**src/rtl/regfile_param_pkg.sv**
```systemverilog
// regfile_param_pkg: shared FSM encoding and default geometry for the parametrised register file
package regfile_param_pkg;
    typedef enum logic {ST_CLEAR = 1'b0, ST_READY = 1'b1} state_t;
    localparam int WIDTH_D = 8;
    localparam int NREGS_D = 16;
    localparam int ABITS_D = 4;
endpackage

```
**src/rtl/regfile_param_if.sv**
```systemverilog
// regfile_param_if: decoder/ALU-side port bundle of the register file
interface regfile_param_if #(
    parameter int WIDTH = regfile_param_pkg::WIDTH_D,
    parameter int ABITS = regfile_param_pkg::ABITS_D
);
    logic             we3;
    logic [ABITS-1:0] ra1;
    logic [ABITS-1:0] ra2;
    logic [ABITS-1:0] wa3;
    logic [WIDTH-1:0] wd3;
    logic [WIDTH-1:0] rd1;
    logic [WIDTH-1:0] rd2;
    logic             busy;
    logic             wlost;
    modport master (output we3, ra1, ra2, wa3, wd3, input rd1, rd2, busy, wlost);
    modport slave  (input we3, ra1, ra2, wa3, wd3, output rd1, rd2, busy, wlost);
endinterface

```
**src/rtl/regfile_param_clr_seq.sv**
```systemverilog
// regfile_param_clr_seq: post-reset sequencer that sweeps a zero through every register once
module regfile_param_clr_seq import regfile_param_pkg::*; #(
    parameter int NREGS = NREGS_D,
    parameter int ABITS = ABITS_D
) (
    input  logic             clk,
    input  logic             reset,
    output logic             o_busy,
    output logic             o_swe,
    output logic [ABITS-1:0] o_sa
);
    state_t           r_state;
    state_t           w_state_nxt;
    logic [ABITS-1:0] r_cnt;
    logic [ABITS-1:0] w_cnt_nxt;

    always_ff @(posedge clk) begin
        if (reset) begin
            r_state <= ST_CLEAR;
            r_cnt   <= '0;
        end else begin
            r_state <= w_state_nxt;
            r_cnt   <= w_cnt_nxt;
        end
    end

    // cnt wraps to 0 by itself on the last sweep edge since NREGS == 2**ABITS
    always_comb begin
        w_state_nxt = r_state;
        w_cnt_nxt   = r_cnt;
        if (r_state == ST_CLEAR) begin
            w_cnt_nxt   = r_cnt + 1'b1;
            w_state_nxt = (r_cnt == ABITS'(NREGS - 1)) ? ST_READY : ST_CLEAR;
        end
    end

    assign o_busy = (r_state == ST_CLEAR);
    assign o_swe  = o_busy & ~reset;
    assign o_sa   = r_cnt;
endmodule

```
**src/rtl/regfile_param.sv**
```systemverilog
// regfile_param: WIDTH x NREGS two-read/one-write register file, r0 hardwired to zero, swept clear after reset
module regfile_param import regfile_param_pkg::*; #(
    parameter int WIDTH  = WIDTH_D,
    parameter int NREGS  = NREGS_D,
    parameter int ABITS  = ABITS_D,
    parameter int BYPASS = 1
) (
    input  logic           clk,
    input  logic           reset,
    regfile_param_if.slave bus
);
    logic [WIDTH-1:0] r_regb [NREGS];
    logic             r_wlost;
    logic             w_busy;
    logic             w_swe;
    logic [ABITS-1:0] w_sa;
    logic             w_we;
    logic [ABITS-1:0] w_wa;
    logic [WIDTH-1:0] w_wd;

    regfile_param_clr_seq #(.NREGS(NREGS), .ABITS(ABITS)) u_clr (
        .clk    (clk),
        .reset  (reset),
        .o_busy (w_busy),
        .o_swe  (w_swe),
        .o_sa   (w_sa)
    );

    // sweep owns the write port while busy; external writes only land in READY and never on r0
    assign w_we = w_swe | (bus.we3 & ~w_busy & ~reset & (bus.wa3 != '0));
    assign w_wa = w_busy ? w_sa : bus.wa3;
    assign w_wd = w_busy ? '0 : bus.wd3;

    always_ff @(posedge clk) begin
        if (w_we) r_regb[w_wa] <= w_wd;
    end

    always_ff @(posedge clk) begin
        r_wlost <= reset ? 1'b0 : (bus.we3 & w_busy);
    end

    assign bus.rd1 = (bus.ra1 == '0 || w_busy) ? '0 :
                     (BYPASS != 0 && bus.we3 && bus.wa3 == bus.ra1) ? bus.wd3 : r_regb[bus.ra1];
    assign bus.rd2 = (bus.ra2 == '0 || w_busy) ? '0 :
                     (BYPASS != 0 && bus.we3 && bus.wa3 == bus.ra2) ? bus.wd3 : r_regb[bus.ra2];
    assign bus.busy  = w_busy;
    assign bus.wlost = r_wlost;
endmodule

```
**src/flat_wrapper.sv**
```systemverilog
// flat-port wrapper written by rule: the top's interface ports become plain ports
module regfile_param_flat import regfile_param_pkg::*;
#(
    parameter int WIDTH  = WIDTH_D,
    parameter int NREGS  = NREGS_D,
    parameter int ABITS  = ABITS_D,
    parameter int BYPASS = 1
)
  (clk, reset, bus_we3, bus_ra1, bus_ra2, bus_wa3, bus_wd3, bus_rd1, bus_rd2, bus_busy, bus_wlost);
  regfile_param_if #(.WIDTH(WIDTH), .ABITS(ABITS)) bus_i ();
  input  logic clk;
  input  logic reset;
  input wire logic [$bits(bus_i.we3)-1:0] bus_we3;
  input wire logic [$bits(bus_i.ra1)-1:0] bus_ra1;
  input wire logic [$bits(bus_i.ra2)-1:0] bus_ra2;
  input wire logic [$bits(bus_i.wa3)-1:0] bus_wa3;
  input wire logic [$bits(bus_i.wd3)-1:0] bus_wd3;
  output wire logic [$bits(bus_i.rd1)-1:0] bus_rd1;
  output wire logic [$bits(bus_i.rd2)-1:0] bus_rd2;
  output wire logic [$bits(bus_i.busy)-1:0] bus_busy;
  output wire logic [$bits(bus_i.wlost)-1:0] bus_wlost;
  assign bus_i.we3 = bus_we3;
  assign bus_i.ra1 = bus_ra1;
  assign bus_i.ra2 = bus_ra2;
  assign bus_i.wa3 = bus_wa3;
  assign bus_i.wd3 = bus_wd3;
  assign bus_rd1 = bus_i.rd1;
  assign bus_rd2 = bus_i.rd2;
  assign bus_busy = bus_i.busy;
  assign bus_wlost = bus_i.wlost;
  regfile_param #(.WIDTH(WIDTH), .NREGS(NREGS), .ABITS(ABITS), .BYPASS(BYPASS)) u_core (.clk(clk), .reset(reset), .bus(bus_i));
endmodule
```
**config.mk**
```make
export PLATFORM = sky130hd
export DESIGN_NAME = regfile_param_flat
export DESIGN_NICKNAME = d
export VERILOG_FILES = /design/src/rtl/regfile_param_pkg.sv /design/src/rtl/regfile_param_if.sv /design/src/rtl/regfile_param_clr_seq.sv /design/src/rtl/regfile_param.sv /design/src/flat_wrapper.sv
export SDC_FILE = /design/constraint.sdc
export NUM_CORES = 1
export LEC_CHECK = 0
export CAP_MARGIN = 20
export CORE_MARGIN = 2
export CORE_UTILIZATION = 55
export CTS_CLUSTER_DIAMETER = 120
export DETAILED_ROUTE_END_ITERATION = 6
export PLACE_DENSITY_LB_ADDON = 0.3
export SLEW_MARGIN = 20
export SYNTH_ARGS = -nofsm -noshare
export SYNTH_HDL_FRONTEND = slang
export SYNTH_SLANG_ARGS = --single-unit
```
**constraint.sdc**
```tcl
create_clock -name clk -period 2.3 [get_ports clk]
set_input_delay 0.46 -clock clk [delete_from_list [all_inputs] [get_ports clk]]
set_output_delay 0.46 -clock clk [all_outputs]
set_load 0.01 [all_outputs]
```
==> results_dict.tcl, run 1 <==
set metrics [dict create \
    areaGrowthSynthToFinish_pct 42.1 \
    syn_nets 475 \
    yosysWarnings 0 \
    hold_viol 0 \
    hold_buffers 0 \
    finalPower_mw 6.22 \
    drive_gt1_frac 0.477 \
    cts-htree-levels 4 \
    wirelength_um 21400 \
    final_net_count 592 \
    initial_core_util 0.560 \
    path_class "reg2out" \
    drcViolationCount 0 \
    vias 5120 \
    seq_area_frac_synth 0.594 \
    cts_buffers 17 \
    worst_pin_slew_ns 0.721 \
    grt_max_degree 21 \
    grt_usage 0.325 \
    fp.dieArea_um2 13000 \
    synth_flop_cell "edfxtp_1" \
    synth_cell_types 40 \
    grt_pass1_wl_um 30300 \
    swShare 0.236 \
    synth-seq-cells 134 \
    grt_overflow 0 \
    grt_pass1_vias 4991 \
    antenna_found_initial 0 \
    p_seq_frac 0.435 \
    hold_ws_ns 0.594 \
    fin_ws_ns -0.250 \
    rsz0062_at_grt "yes" \
    die_x_um 114 \
    hpwlAfterDp_um 12400 \
    cts_buffer_depth 2 \
    firstDrtPassIters 5 \
    final_common_cell "edfxtp_1" \
    p_leak_nw 3.21 \
    io_buffers 40 \
    syn_area_um2 6670 \
    cts_tree "yes" \
    startpoint "u_core.r_regb[14][6]$_DFFE_PP_" \
    final-seq-area_um2 3960 \
    cts-root-buf "clkbuf_16" \
    die_h_um 114 \
    endpoint_kind "output pin" \
    setup_viol 16 \
    synth_edf_count 128 \
    cp-start-kind "flop" \
    outcome "finished, violations left" \
    multi_input_area_um2 3360 \
    p_comb_frac 0.127 \
    n_antenna_cell 0 \
    mostFrequentLayoutCells "edfxtp_1, buf_4, mux2i_1, mux4_2, nor2_1" \
    async_reset_ff_frac 0 \
    place_congestion 0.992 \
    setup-tns-final_ns -2.13 \
    fillers 611 \
    syn_avg_cell_area_um2 14.8 \
    clk_pin_slew_ns 0.06 \
    worst-path-max-fanout 2 \
    peakVddDrop_uv 491 \
    final_util 0.796 \
    fin_skew_ns 0.0120 \
    clkLatencyLatePin_ns 0.44 \
    worstHoldStart "u_core.u_clr.o_sa[3]$_SDFFE_PP0N_" \
    wire_per_inst_um 29.5 \
    drt_iter0_drc 635 \
    clock_power_share 0.438 \
    max_freq_mhz 392 \
    ant_nets 0 \
    power.switching_mw 1.47 \
    hold_class "reg2reg" \
    p_int_mw 4.76 \
    netlist_instances 451 \
    violations "negative setup slack" \
    via_per_inst 7.03 \
    ioPinCount 41 \
    slew-limit-headroom 0.520 \
    power.density_nw_per_um2 656 \
    final_max_slew_viol_count 0 \
    cp.required_ns 1.84 \
    core_um2 11900 \
    fin_crit_ns 2.55 \
    arrival_ns 2.09 \
    min_period_over_period 1.11 \
    cap_violations 0 \
    core.rowCount 40 \
    rr_startpoint "u_core.u_clr.r_state$_SDFF_PP0_" \
    cts_sinks 134 \
]
## routing by layer
metal  global-route usage  vias up  share of wire
met4                0.144        0          0.052
met1                0.426     2559           0.36
met2                0.536      378           0.50
li1                     -     2078              -
met5                    0        -              0
met3               0.0619      105          0.092
## synthesized netlist by cell type (3+ instances only)
cell type    n  share of area
xnor2_1      9          0.012
a211oi_1    16          0.018
nand3_1     18          0.014
dfxtp_1      6          0.018
nor2b_1      3         0.0028
buf_1        4         0.0022
nor2_1      23          0.013
buf_2       10         0.0075
mux2i_1     65          0.098
and2_1       8         0.0075
a31oi_1     16          0.015
edfxtp_1   128           0.58
clkbuf_1    15         0.0084
nand2_1      5         0.0028
buf_4        4         0.0045
nor3_1       3         0.0022
mux4_2      32           0.11
a21oi_1      6         0.0045
o22ai_1     32          0.030
mux2_2       3         0.0051
o31ai_1     16          0.018
## repair_timing
item | in CTS | in global routing
endpoints found under the hold margin | 0 | 0
pin swaps | 51 | 14
buffers inserted | 30 | 3
cloned | 3 | 1
resized for setup | 267 | 32
setup endpoints to repair | 16 | 16
## kinds of logic (layout without fill, tap and decap cells)
| kind of cell | count (synthesis) | in the layout | share of synthesized area |
|---|---|---|---|
| DFF | 134 | 134 | 0.594 |
| adders and majority gates | 1 | 1 | 0.00188 |
| and+or+nand+nor | 77 | 77 | 0.0604 |
| muxes | 100 | 100 | 0.211 |
| buffers and inverters | 37 | 167 | 0.0272 |
| AOI/OAI and AO/OA | 91 | 91 | 0.0913 |
| xor gates and xnor gates | 11 | 11 | 0.0144 |
## sequential cells by signal, summed over array words and instances (netlist names)
name                  cells
u_core.u_clr.r_state      1
u_core.bus.wlost          1
u_core.u_clr.o_sa         4
u_core.r_regb           128
## per-stage QoR
stage | setup slack (ns) | area (um^2) | instances
floorplan | 0.117 | 6670 | 451
CTS | -0.249 | 9240 | 724
global placement | -1.09 | 7520 | 660
detailed placement | -1.09 | 7520 | 660
global route | -0.283 | 9480 | 728
finish | -0.250 | 9480 | 728
## final timing paths
path	endpoint	slack [ns]	cells after the start
min reg2reg	u_core.u_clr.r_state$_SDFF_PP0_	0.59	2
max reg2reg	u_core.r_regb[5][6]$_DFFE_PP_	0.14	5
min	u_core.u_clr.r_state$_SDFF_PP0_	0.59	2
max	bus_rd1[6]	-0.25	5
## power by group through the flow
stage / Combinational, mW / Sequential, mW / Clock, mW
floorplan: 0.300 / 2.74 / 0
global placement: 0.475 / 2.74 / 0
detailed placement: 0.485 / 2.75 / 0
CTS: 0.712 / 2.70 / 2.70
global route: 0.817 / 2.71 / 2.83
finish: 0.789 / 2.71 / 2.73
## critical path: stages, from the launching register on
cell and delay (ns):
edfxtp_1 0.42, mux4_2 0.48, mux2_4 0.30, a211oi_2 0.22, a21oi_2 0.10, buf_2 0.15
## cell type report
cell class,count,share of cell area
tap,147,0.0194
sequential,134,0.418
clock inverter,14,0.0168
multi-input combinational,280,0.355
clock buffer,18,0.0453
inverter,2,0.000792
timing repair buffer,133,0.145
No activity file was read; power rests on OpenSTA's default activity.
==> run 2, diff against run 1 <==
--- a/config.mk
+++ b/config.mk
@@ -10,6 +10,7 @@
 export CORE_UTILIZATION = 55
 export CTS_CLUSTER_DIAMETER = 120
 export DETAILED_ROUTE_END_ITERATION = 6
+export HOLD_SLACK_MARGIN = 0.1
 export PLACE_DENSITY_LB_ADDON = 0.3
 export SLEW_MARGIN = 20
 export SYNTH_ARGS = -nofsm -noshare
==> results of run 2 <==
No change in the layout: final DEF, timing and power equal those of run 1.
